==> config.mk <==
export PLATFORM = sky130hd
export DESIGN_NAME = axil_mem_arbiter
export DESIGN_NICKNAME = d
export VERILOG_FILES = /design/src/rtl/axil_mem_arbiter.sv
export SDC_FILE = /design/constraint.sdc
export NUM_CORES = 1
export LEC_CHECK = 0
export ABC_AREA = 1
export CORE_AREA = 2 2 142 144
export CTS_BUF_LIST = sky130_fd_sc_hd__clkbuf_4 sky130_fd_sc_hd__clkbuf_8
export DETAILED_ROUTE_END_ITERATION = 10
export DIE_AREA = 0 0 144 146
export PLACE_DENSITY = 0.62
export SYNTH_ARGS = -nofsm -noshare
export SYNTH_HDL_FRONTEND = slang
export SYNTH_SLANG_ARGS = --single-unit
==> constraint.sdc <==
create_clock -name AXI_ACLK -period 3.1 [get_ports AXI_ACLK]
set_input_delay 0.465 -clock AXI_ACLK [delete_from_list [all_inputs] [get_ports AXI_ACLK]]
set_output_delay 0.465 -clock AXI_ACLK [all_outputs]
set_load 0.05 [all_outputs]
==> src/rtl/axil_mem_arbiter.sv <==
// Arbitrates an IMEM read port and a HOST read/write port onto one AXI-Lite
// memory master, one outstanding transaction at a time.
module axil_mem_arbiter #(
   parameter int unsigned AXI_AWIDTH = 32,
   parameter int unsigned AXI_DWIDTH = 32
) (
   input  logic                    AXI_ACLK,
   input  logic                    AXI_ARESETN,
   input  logic [AXI_AWIDTH-1:0]   IMEM_AXI_ARADDR,
   input  logic                    IMEM_AXI_ARVALID,
   output logic                    IMEM_AXI_ARREADY,
   output logic [AXI_DWIDTH-1:0]   IMEM_AXI_RDATA,
   output logic [1:0]              IMEM_AXI_RRESP,
   output logic                    IMEM_AXI_RVALID,
   input  logic                    IMEM_AXI_RREADY,
   input  logic [AXI_AWIDTH-1:0]   HOST_AXI_AWADDR,
   input  logic                    HOST_AXI_AWVALID,
   output logic                    HOST_AXI_AWREADY,
   input  logic [AXI_DWIDTH-1:0]   HOST_AXI_WDATA,
   input  logic [AXI_DWIDTH/8-1:0] HOST_AXI_WSTRB,
   input  logic                    HOST_AXI_WVALID,
   output logic                    HOST_AXI_WREADY,
   output logic [1:0]              HOST_AXI_BRESP,
   output logic                    HOST_AXI_BVALID,
   input  logic                    HOST_AXI_BREADY,
   input  logic [AXI_AWIDTH-1:0]   HOST_AXI_ARADDR,
   input  logic                    HOST_AXI_ARVALID,
   output logic                    HOST_AXI_ARREADY,
   output logic [AXI_DWIDTH-1:0]   HOST_AXI_RDATA,
   output logic [1:0]              HOST_AXI_RRESP,
   output logic                    HOST_AXI_RVALID,
   input  logic                    HOST_AXI_RREADY,
   output logic [AXI_AWIDTH-1:0]   MEM_AXI_AWADDR,
   output logic                    MEM_AXI_AWVALID,
   input  logic                    MEM_AXI_AWREADY,
   output logic [AXI_DWIDTH-1:0]   MEM_AXI_WDATA,
   output logic [AXI_DWIDTH/8-1:0] MEM_AXI_WSTRB,
   output logic                    MEM_AXI_WVALID,
   input  logic                    MEM_AXI_WREADY,
   input  logic [1:0]              MEM_AXI_BRESP,
   input  logic                    MEM_AXI_BVALID,
   output logic                    MEM_AXI_BREADY,
   output logic [AXI_AWIDTH-1:0]   MEM_AXI_ARADDR,
   output logic                    MEM_AXI_ARVALID,
   input  logic                    MEM_AXI_ARREADY,
   input  logic [AXI_DWIDTH-1:0]   MEM_AXI_RDATA,
   input  logic [1:0]              MEM_AXI_RRESP,
   input  logic                    MEM_AXI_RVALID,
   output logic                    MEM_AXI_RREADY,
   output logic                    ARB_BUSY,
   output logic [1:0]              ARB_GNT
);

   localparam int unsigned STRB_W = AXI_DWIDTH / 8;

   localparam logic [1:0] GNT_NONE = 2'b00;
   localparam logic [1:0] GNT_IMEM = 2'b01;
   localparam logic [1:0] GNT_HRD  = 2'b10;
   localparam logic [1:0] GNT_HWR  = 2'b11;

   typedef enum logic [2:0] {S_IDLE, S_AR, S_R, S_AW, S_B} state_e;

   state_e                state_q, state_d;
   logic [1:0]            gnt_q, gnt_d;
   logic                  rr_q, rr_d;
   logic                  last_wr_q, last_wr_d;
   logic                  aw_done_q, aw_done_d;
   logic                  w_done_q, w_done_d;
   logic [AXI_AWIDTH-1:0] addr_q, addr_d;
   logic [AXI_DWIDTH-1:0] wdata_q, wdata_d;
   logic [STRB_W-1:0]     wstrb_q, wstrb_d;

   logic       wreq, hrreq, irreq;
   logic [1:0] win;
   logic       aw_fin, w_fin, up_rready;

   assign IMEM_AXI_RDATA = MEM_AXI_RDATA;
   assign IMEM_AXI_RRESP = MEM_AXI_RRESP;
   assign HOST_AXI_RDATA = MEM_AXI_RDATA;
   assign HOST_AXI_RRESP = MEM_AXI_RRESP;
   assign HOST_AXI_BRESP = MEM_AXI_BRESP;

   assign MEM_AXI_AWADDR = addr_q;
   assign MEM_AXI_ARADDR = addr_q;
   assign MEM_AXI_WDATA  = wdata_q;
   assign MEM_AXI_WSTRB  = wstrb_q;

   assign ARB_BUSY = (state_q != S_IDLE);
   assign ARB_GNT  = gnt_q;

   // Winner selection: a write yields to any pending read right after a write.
   always_comb begin
      wreq  = HOST_AXI_AWVALID & HOST_AXI_WVALID;
      hrreq = HOST_AXI_ARVALID;
      irreq = IMEM_AXI_ARVALID;
      win   = GNT_NONE;
      if (wreq && !(last_wr_q && (hrreq || irreq))) begin
         win = GNT_HWR;
      end else if (hrreq && irreq) begin
         win = rr_q ? GNT_HRD : GNT_IMEM;
      end else if (hrreq) begin
         win = GNT_HRD;
      end else if (irreq) begin
         win = GNT_IMEM;
      end
   end

   always_comb begin
      state_d   = state_q;
      gnt_d     = gnt_q;
      rr_d      = rr_q;
      last_wr_d = last_wr_q;
      aw_done_d = aw_done_q;
      w_done_d  = w_done_q;
      addr_d    = addr_q;
      wdata_d   = wdata_q;
      wstrb_d   = wstrb_q;

      IMEM_AXI_ARREADY = 1'b0;
      IMEM_AXI_RVALID  = 1'b0;
      HOST_AXI_AWREADY = 1'b0;
      HOST_AXI_WREADY  = 1'b0;
      HOST_AXI_BVALID  = 1'b0;
      HOST_AXI_ARREADY = 1'b0;
      HOST_AXI_RVALID  = 1'b0;
      MEM_AXI_AWVALID  = 1'b0;
      MEM_AXI_WVALID   = 1'b0;
      MEM_AXI_BREADY   = 1'b0;
      MEM_AXI_ARVALID  = 1'b0;
      MEM_AXI_RREADY   = 1'b0;

      aw_fin    = aw_done_q | MEM_AXI_AWREADY;
      w_fin     = w_done_q | MEM_AXI_WREADY;
      up_rready = (gnt_q == GNT_IMEM) ? IMEM_AXI_RREADY : HOST_AXI_RREADY;

      unique case (state_q)
         S_IDLE: begin
            // Ready pulses are suppressed while reset is held.
            if (AXI_ARESETN) begin
               unique case (win)
                  GNT_HWR: begin
                     HOST_AXI_AWREADY = 1'b1;
                     HOST_AXI_WREADY  = 1'b1;
                     addr_d    = HOST_AXI_AWADDR;
                     wdata_d   = HOST_AXI_WDATA;
                     wstrb_d   = HOST_AXI_WSTRB;
                     last_wr_d = 1'b1;
                     gnt_d     = GNT_HWR;
                     state_d   = S_AW;
                  end
                  GNT_HRD: begin
                     HOST_AXI_ARREADY = 1'b1;
                     addr_d    = HOST_AXI_ARADDR;
                     last_wr_d = 1'b0;
                     gnt_d     = GNT_HRD;
                     state_d   = S_AR;
                  end
                  GNT_IMEM: begin
                     IMEM_AXI_ARREADY = 1'b1;
                     addr_d    = IMEM_AXI_ARADDR;
                     last_wr_d = 1'b0;
                     gnt_d     = GNT_IMEM;
                     state_d   = S_AR;
                  end
                  default: ;
               endcase
            end
         end
         S_AR: begin
            MEM_AXI_ARVALID = 1'b1;
            if (MEM_AXI_ARREADY) state_d = S_R;
         end
         S_R: begin
            IMEM_AXI_RVALID = (gnt_q == GNT_IMEM) & MEM_AXI_RVALID;
            HOST_AXI_RVALID = (gnt_q == GNT_HRD) & MEM_AXI_RVALID;
            MEM_AXI_RREADY  = up_rready;
            if (MEM_AXI_RVALID && up_rready) begin
               rr_d    = (gnt_q == GNT_IMEM);
               gnt_d   = GNT_NONE;
               state_d = S_IDLE;
            end
         end
         S_AW: begin
            MEM_AXI_AWVALID = ~aw_done_q;
            MEM_AXI_WVALID  = ~w_done_q;
            if (aw_fin && w_fin) begin
               aw_done_d = 1'b0;
               w_done_d  = 1'b0;
               state_d   = S_B;
            end else begin
               aw_done_d = aw_fin;
               w_done_d  = w_fin;
            end
         end
         S_B: begin
            HOST_AXI_BVALID = MEM_AXI_BVALID;
            MEM_AXI_BREADY  = HOST_AXI_BREADY;
            if (MEM_AXI_BVALID && HOST_AXI_BREADY) begin
               gnt_d   = GNT_NONE;
               state_d = S_IDLE;
            end
         end
         default: state_d = S_IDLE;
      endcase
   end

   always_ff @(posedge AXI_ACLK or negedge AXI_ARESETN) begin
      if (!AXI_ARESETN) begin
         state_q   <= S_IDLE;
         gnt_q     <= GNT_NONE;
         rr_q      <= 1'b0;
         last_wr_q <= 1'b0;
         aw_done_q <= 1'b0;
         w_done_q  <= 1'b0;
         addr_q    <= '0;
         wdata_q   <= '0;
         wstrb_q   <= '0;
      end else begin
         state_q   <= state_d;
         gnt_q     <= gnt_d;
         rr_q      <= rr_d;
         last_wr_q <= last_wr_d;
         aw_done_q <= aw_done_d;
         w_done_q  <= w_done_d;
         addr_q    <= addr_d;
         wdata_q   <= wdata_d;
         wstrb_q   <= wstrb_d;
      end
   end

endmodule

# Yosys cells after proc, flatten, opt, wreduce, memory -nomap -nowiden
# Index checks and enable logic that the tools add are counted.
# W data, S select, Z words.
# totals
input_bits	182
word_cells	91
out_inout_bits	185
ff_bits	77
# classes
bitwise_logic	7
muxes	39
eq_ne	16
reduce_logical	20
# op_table
operator	count
$pmux W32 S3	1
$mux W1	21
$mux W3	5
$pmux W3 S5	1
$mux W2	7
$pmux W2 S3	2
$ne A2 B2 Y1 const B	5
$reduce_and A3 Y1	3
$reduce_bool A3 Y1	3
$eq A2 B2 Y1 const B	3
$eq A3 B2 Y1 const B	2
$logic_and A1 B1 Y1	6
$pmux W3 S2	1
$reduce_and A6 Y1	1
$reduce_and A5 Y1	1
$eq A2 B1 Y1 const B	2
$ne A4 B1 Y1 const B	1
$and A1 B1 Y1	3
$eq A3 B1 Y1 const B	1
$eq A3 B3 Y1 const B	1
$logic_not A3 Y1	1
$ne A3 B2 Y1 const B	1
$not A1 Y1	2
$or A1 B1 Y1	2
other kinds (6)	6

# Logic depth before layout (Yosys ltp)
# depth
ltp_word	10
mapped_depth	14

# Least setup slack after synthesis
# Ideal clock, no wire load.
# synth_path
path_kind	register -> output
from	register gnt_q[1], in the netlist ARB_GNT[1]
to	output HOST_AXI_RVALID
path_stages_with_launch	3
path_buffers	0
setup_slack_ns	0.323
required_ns	2.635
arrival_ns	2.312
path_cell_list	dfrtp_1 > inv_1 > nor4_1
# synth_between
elab_chain_cells	3
# synth_lines
element	line_no	rtl
start: declaration	64	logic [1:0] gnt_q, gnt_d;
start signal: assignment	220	gnt_q <= gnt_d;
$eq A2 B2 Y1	175	HOST_AXI_RVALID = (gnt_q == GNT_HRD) & MEM_AXI_RVALID;
$and A1 B1 Y1	175	
$mux W1	136	unique case (state_q)
end: declaration	31	output logic HOST_AXI_RVALID,
# No other way between the ends.

# Worst setup path after layout
# layout_path
from	register state_q[1]
to	output IMEM_AXI_RVALID
# layout_between
elab_chain_cells	2
# layout_lines
element	line_no	rtl
start: declaration	63	state_e state_q, state_d;
start signal: assignment	219	state_q <= state_d;
$eq A3 B2 Y1	136	
$mux W1	136	
end: declaration	14	output logic IMEM_AXI_RVALID,
# No other way between the ends.

==> flow_metrics.env <==
export IMPL_status="finished clean"
export IMPL_wirelength_um=15160
export IMPL_antenna_found_initial=0
export IMPL_worstSkewPairLatency_ps=360
export IMPL_end_kind="output port"
export IMPL_fp_dieW_um=144
export IMPL_ys_types=28
export IMPL_setup_violations=0
export IMPL_drv_cap=0
export IMPL_overflow=0
export IMPL_synth_adder_area_share=0.01297
export IMPL_rsz0062_at_grt="no"
export IMPL_vias_per_cell=4.159
export IMPL_whs_path_depth=2
export IMPL_wl_per_cell_um=14.59
export IMPL_slew_headroom=0.5291
export IMPL_synthMuxAreaShare=0
export IMPL_fin_crit_ps=2825
export IMPL_gp_congestion=0.7683
export IMPL_peakVddDrop_uv=392.8
export IMPL_dp_hpwl_um=11490
export IMPL_synth_top_family_by_area="buffers and inverters"
export IMPL_vias=4321
export IMPL_num_nets_final=956
export IMPL_chipHeight_um=146
export IMPL_path_common_cell="nor3_2"
export IMPL_root_buffer="clkbuf_8"
export IMPL_dieArea_um2=21020
export IMPL_yosys_area_share_simple=0.1999
export IMPL_hold_start="MEM_AXI_WDATA[27]"
export IMPL_synth_area_leaders="dfrtp_1, buf_4, nand2_1"
export IMPL_path_cells="inv_2 > nor3_2 > inv_1 > nor3_2 > clkdlybuf4s50_1"
export IMPL_rrSetupSlack_ps=810
export IMPL_area_delta_synth_final_pct=48.68
export IMPL_seq_area_frac_synth=0.3994
export IMPL_syn_inst=616
export IMPL_grt_pass1_vias=4193
export IMPL_crit_path_max_fanout=6
export IMPL_rr_startpoint="rr_q"
export IMPL_path_class="flip-flop to output port"
export IMPL_worst_pin_slew_ps=706.3
export IMPL_whs_ps=482.0
export IMPL_ys_ff_latch=77
export IMPL_synth_top_area_cell="dfrtp_1"
export IMPL_leakage_uw=0.003392
export IMPL_cp_start_kind="flip-flop"
export IMPL_ys_warn_count=0
export IMPL_drv_slew=0
export IMPL_postCtsSetupRepairBufs=0
export IMPL_synth_xor_area_share=0
export IMPL_crit_arrival_ps=2360
export IMPL_htreeDepth=3
export IMPL_fp_coreArea_um2=19330
export IMPL_syn_nets=803
export IMPL_netlist_area_leader_share=0.3994
export IMPL_grt_max_degree=57
export IMPL_start_util=0.2495
export IMPL_diodes=0
export IMPL_rows=51
export IMPL_hold_viol_final=0
export IMPL_cp_data_required_time_ps=2630
export IMPL_gr_usage_all_layers=0.1413
export IMPL_worst_path_buf_inv=3
export IMPL_drt_iter0_drc=100
export IMPL_path_clk_slew_ps=90
export IMPL_cts_resized=0
export IMPL_fin_tns_setup_ps=0
export IMPL_min_to="MEM_AXI_WDATA[27]"
export IMPL_drc=0
export IMPL_cellPowerDensity_nw_per_um2=1060
export IMPL_dr_pass1_iters=6
export IMPL_critPathSlowestCell="clkdlybuf4s50_1"
export IMPL_drive_above_1_share=0.07623
export IMPL_r2r_end="state_q[1]"
export IMPL_finalClockSkew_ps=12.61
export IMPL_clock_path_buffers=2
export IMPL_tritoncts="built"
export IMPL_grt_first_pass_wirelength_um=22810
export IMPL_synth_compound_area_frac=0.1445
export IMPL_hp_class="flip-flop to flip-flop"
export IMPL_cts_sinks=77
export IMPL_crit_family="buffers and inverters"
export IMPL_max_stage_delay_ps=850
export IMPL_avgSynthCellArea_um2=7.832
export IMPL_max_freq_ghz=0.3540
export IMPL_reg2regPathDepth=13
export IMPL_postCtsHoldBufs=1
export IMPL_io_pins=367
export IMPL_cts_buffers=9
export IMPL_min_period_over_period=0.9112
export IMPL_io_buffers=260
export IMPL_ant_nets=0
export IMPL_netlist_area_um2=4825
## final cells by class
class	count	area (um^2)
fillers	2026	12160
repair buffers	273	2738
multi-input cells	349	1727
clock inverters	6	95.09
flip-flops and latches	77	1927
well taps	265	331.6
inverters	59	224.0
clock buffers	10	131.4
## cells in the final DEF (no fill, tap or decap), types with 9 or more instances in the layout
cell / instances
a21oi_1: 35
a22o_1: 32
buf_4: 14
clkbuf_8: 9
clkdlybuf4s50_1: 254
dfrtp_1: 77
inv_1: 54
nand2_1: 197
nand3_1: 10
nor2_1: 15
o21ai_0: 25
o21ai_2: 10
## cells by family (layout without fill, tap and decap cells)
kind of cell               count (synthesis)  after routing
buffers and inverters                    190            348
and+or+nand+nor                          237            237
AOI/OAI and AO/OA                        107            107
adders and majority gates                  5              5
DFF                                       77             77
## worst min-delay path, cell delays in order (launching register included)
cell,delay [ps]
dfrtp_1,350
nand2_1,50
nand2_1,60
## worst max path at each step
stage,start,endpoint,slack (ps),depth (start not counted)
6_report,state_q[1],IMEM_AXI_RVALID,280,5
2_1_floorplan,ARB_GNT[1],HOST_AXI_RVALID,320,2
5_1_grt,state_q[1],IMEM_AXI_RVALID,100,5
4_1_cts,state_q[1],IMEM_AXI_RVALID,240,5
3_5_place_dp,IMEM_AXI_ARVALID,state_q[1],260,13
3_3_place_gp,HOST_AXI_ARVALID,state_q[1],370,14
## sequential cells by signal, indices dropped and copies added (netlist names)
name / flops
MEM_AXI_WSTRB: 4
rr_q: 1
w_done_q: 1
state_q: 3
last_wr_q: 1
MEM_AXI_WDATA: 32
MEM_AXI_ARADDR: 32
ARB_GNT: 2
aw_done_q: 1
## cells in the mapped netlist
cell type / instances
nand2_1: 197
buf_4: 103
dfrtp_1: 77
inv_1: 54
a21oi_1: 35
a22o_1: 32
o21ai_0: 25
nor2_1: 15
clkbuf_1: 14
nand3_1: 10
o21ai_2: 10
buf_6: 7
buf_2: 6
ha_1: 5
inv_2: 4
nand4_1: 3
o21ai_1: 3
nand2_4: 2
nor2_2: 2
nor2_4: 2
nor3_1: 2
nor3_2: 2
a211oi_1: 1
a31oi_1: 1
buf_8: 1
inv_4: 1
nand2_2: 1
nor4_1: 1
## metal layers
metal | up-vias | GRT usage | share of wire
met5 | - | 0 | 0
met1 | 1926 | 0.1618 | 0.41
met2 | 193 | 0.2419 | 0.48
met3 | 50 | 0.03916 | 0.077
met4 | 0 | 0.06618 | 0.034
li1 | 2152 | - | -
## through the flow
stage	worst slack (ps)	utilization	power, uW	cell area [um^2]	instances
finish	275.2	0.3710	7605	7173	1039
global route	104.3	0.3710	8083	7173	1039
CTS	239.7	0.3710	7717	7173	1039
detailed placement	255.2	0.3588	6784	6937	1022
global placement	370.0	0.3588	6747	6937	1022
floorplan	323.5	-	5494	4825	616
## report_power, final
| group | total [uW] | internal, uW | switching (uW) |
|---|---|---|---|
| Sequential | 1770 | 1440 | 329 |
| Combinational | 4950 | 1640 | 3310 |
| Clock | 883 | 471 | 412 |
No activity file was read; power rests on OpenSTA's default activity.
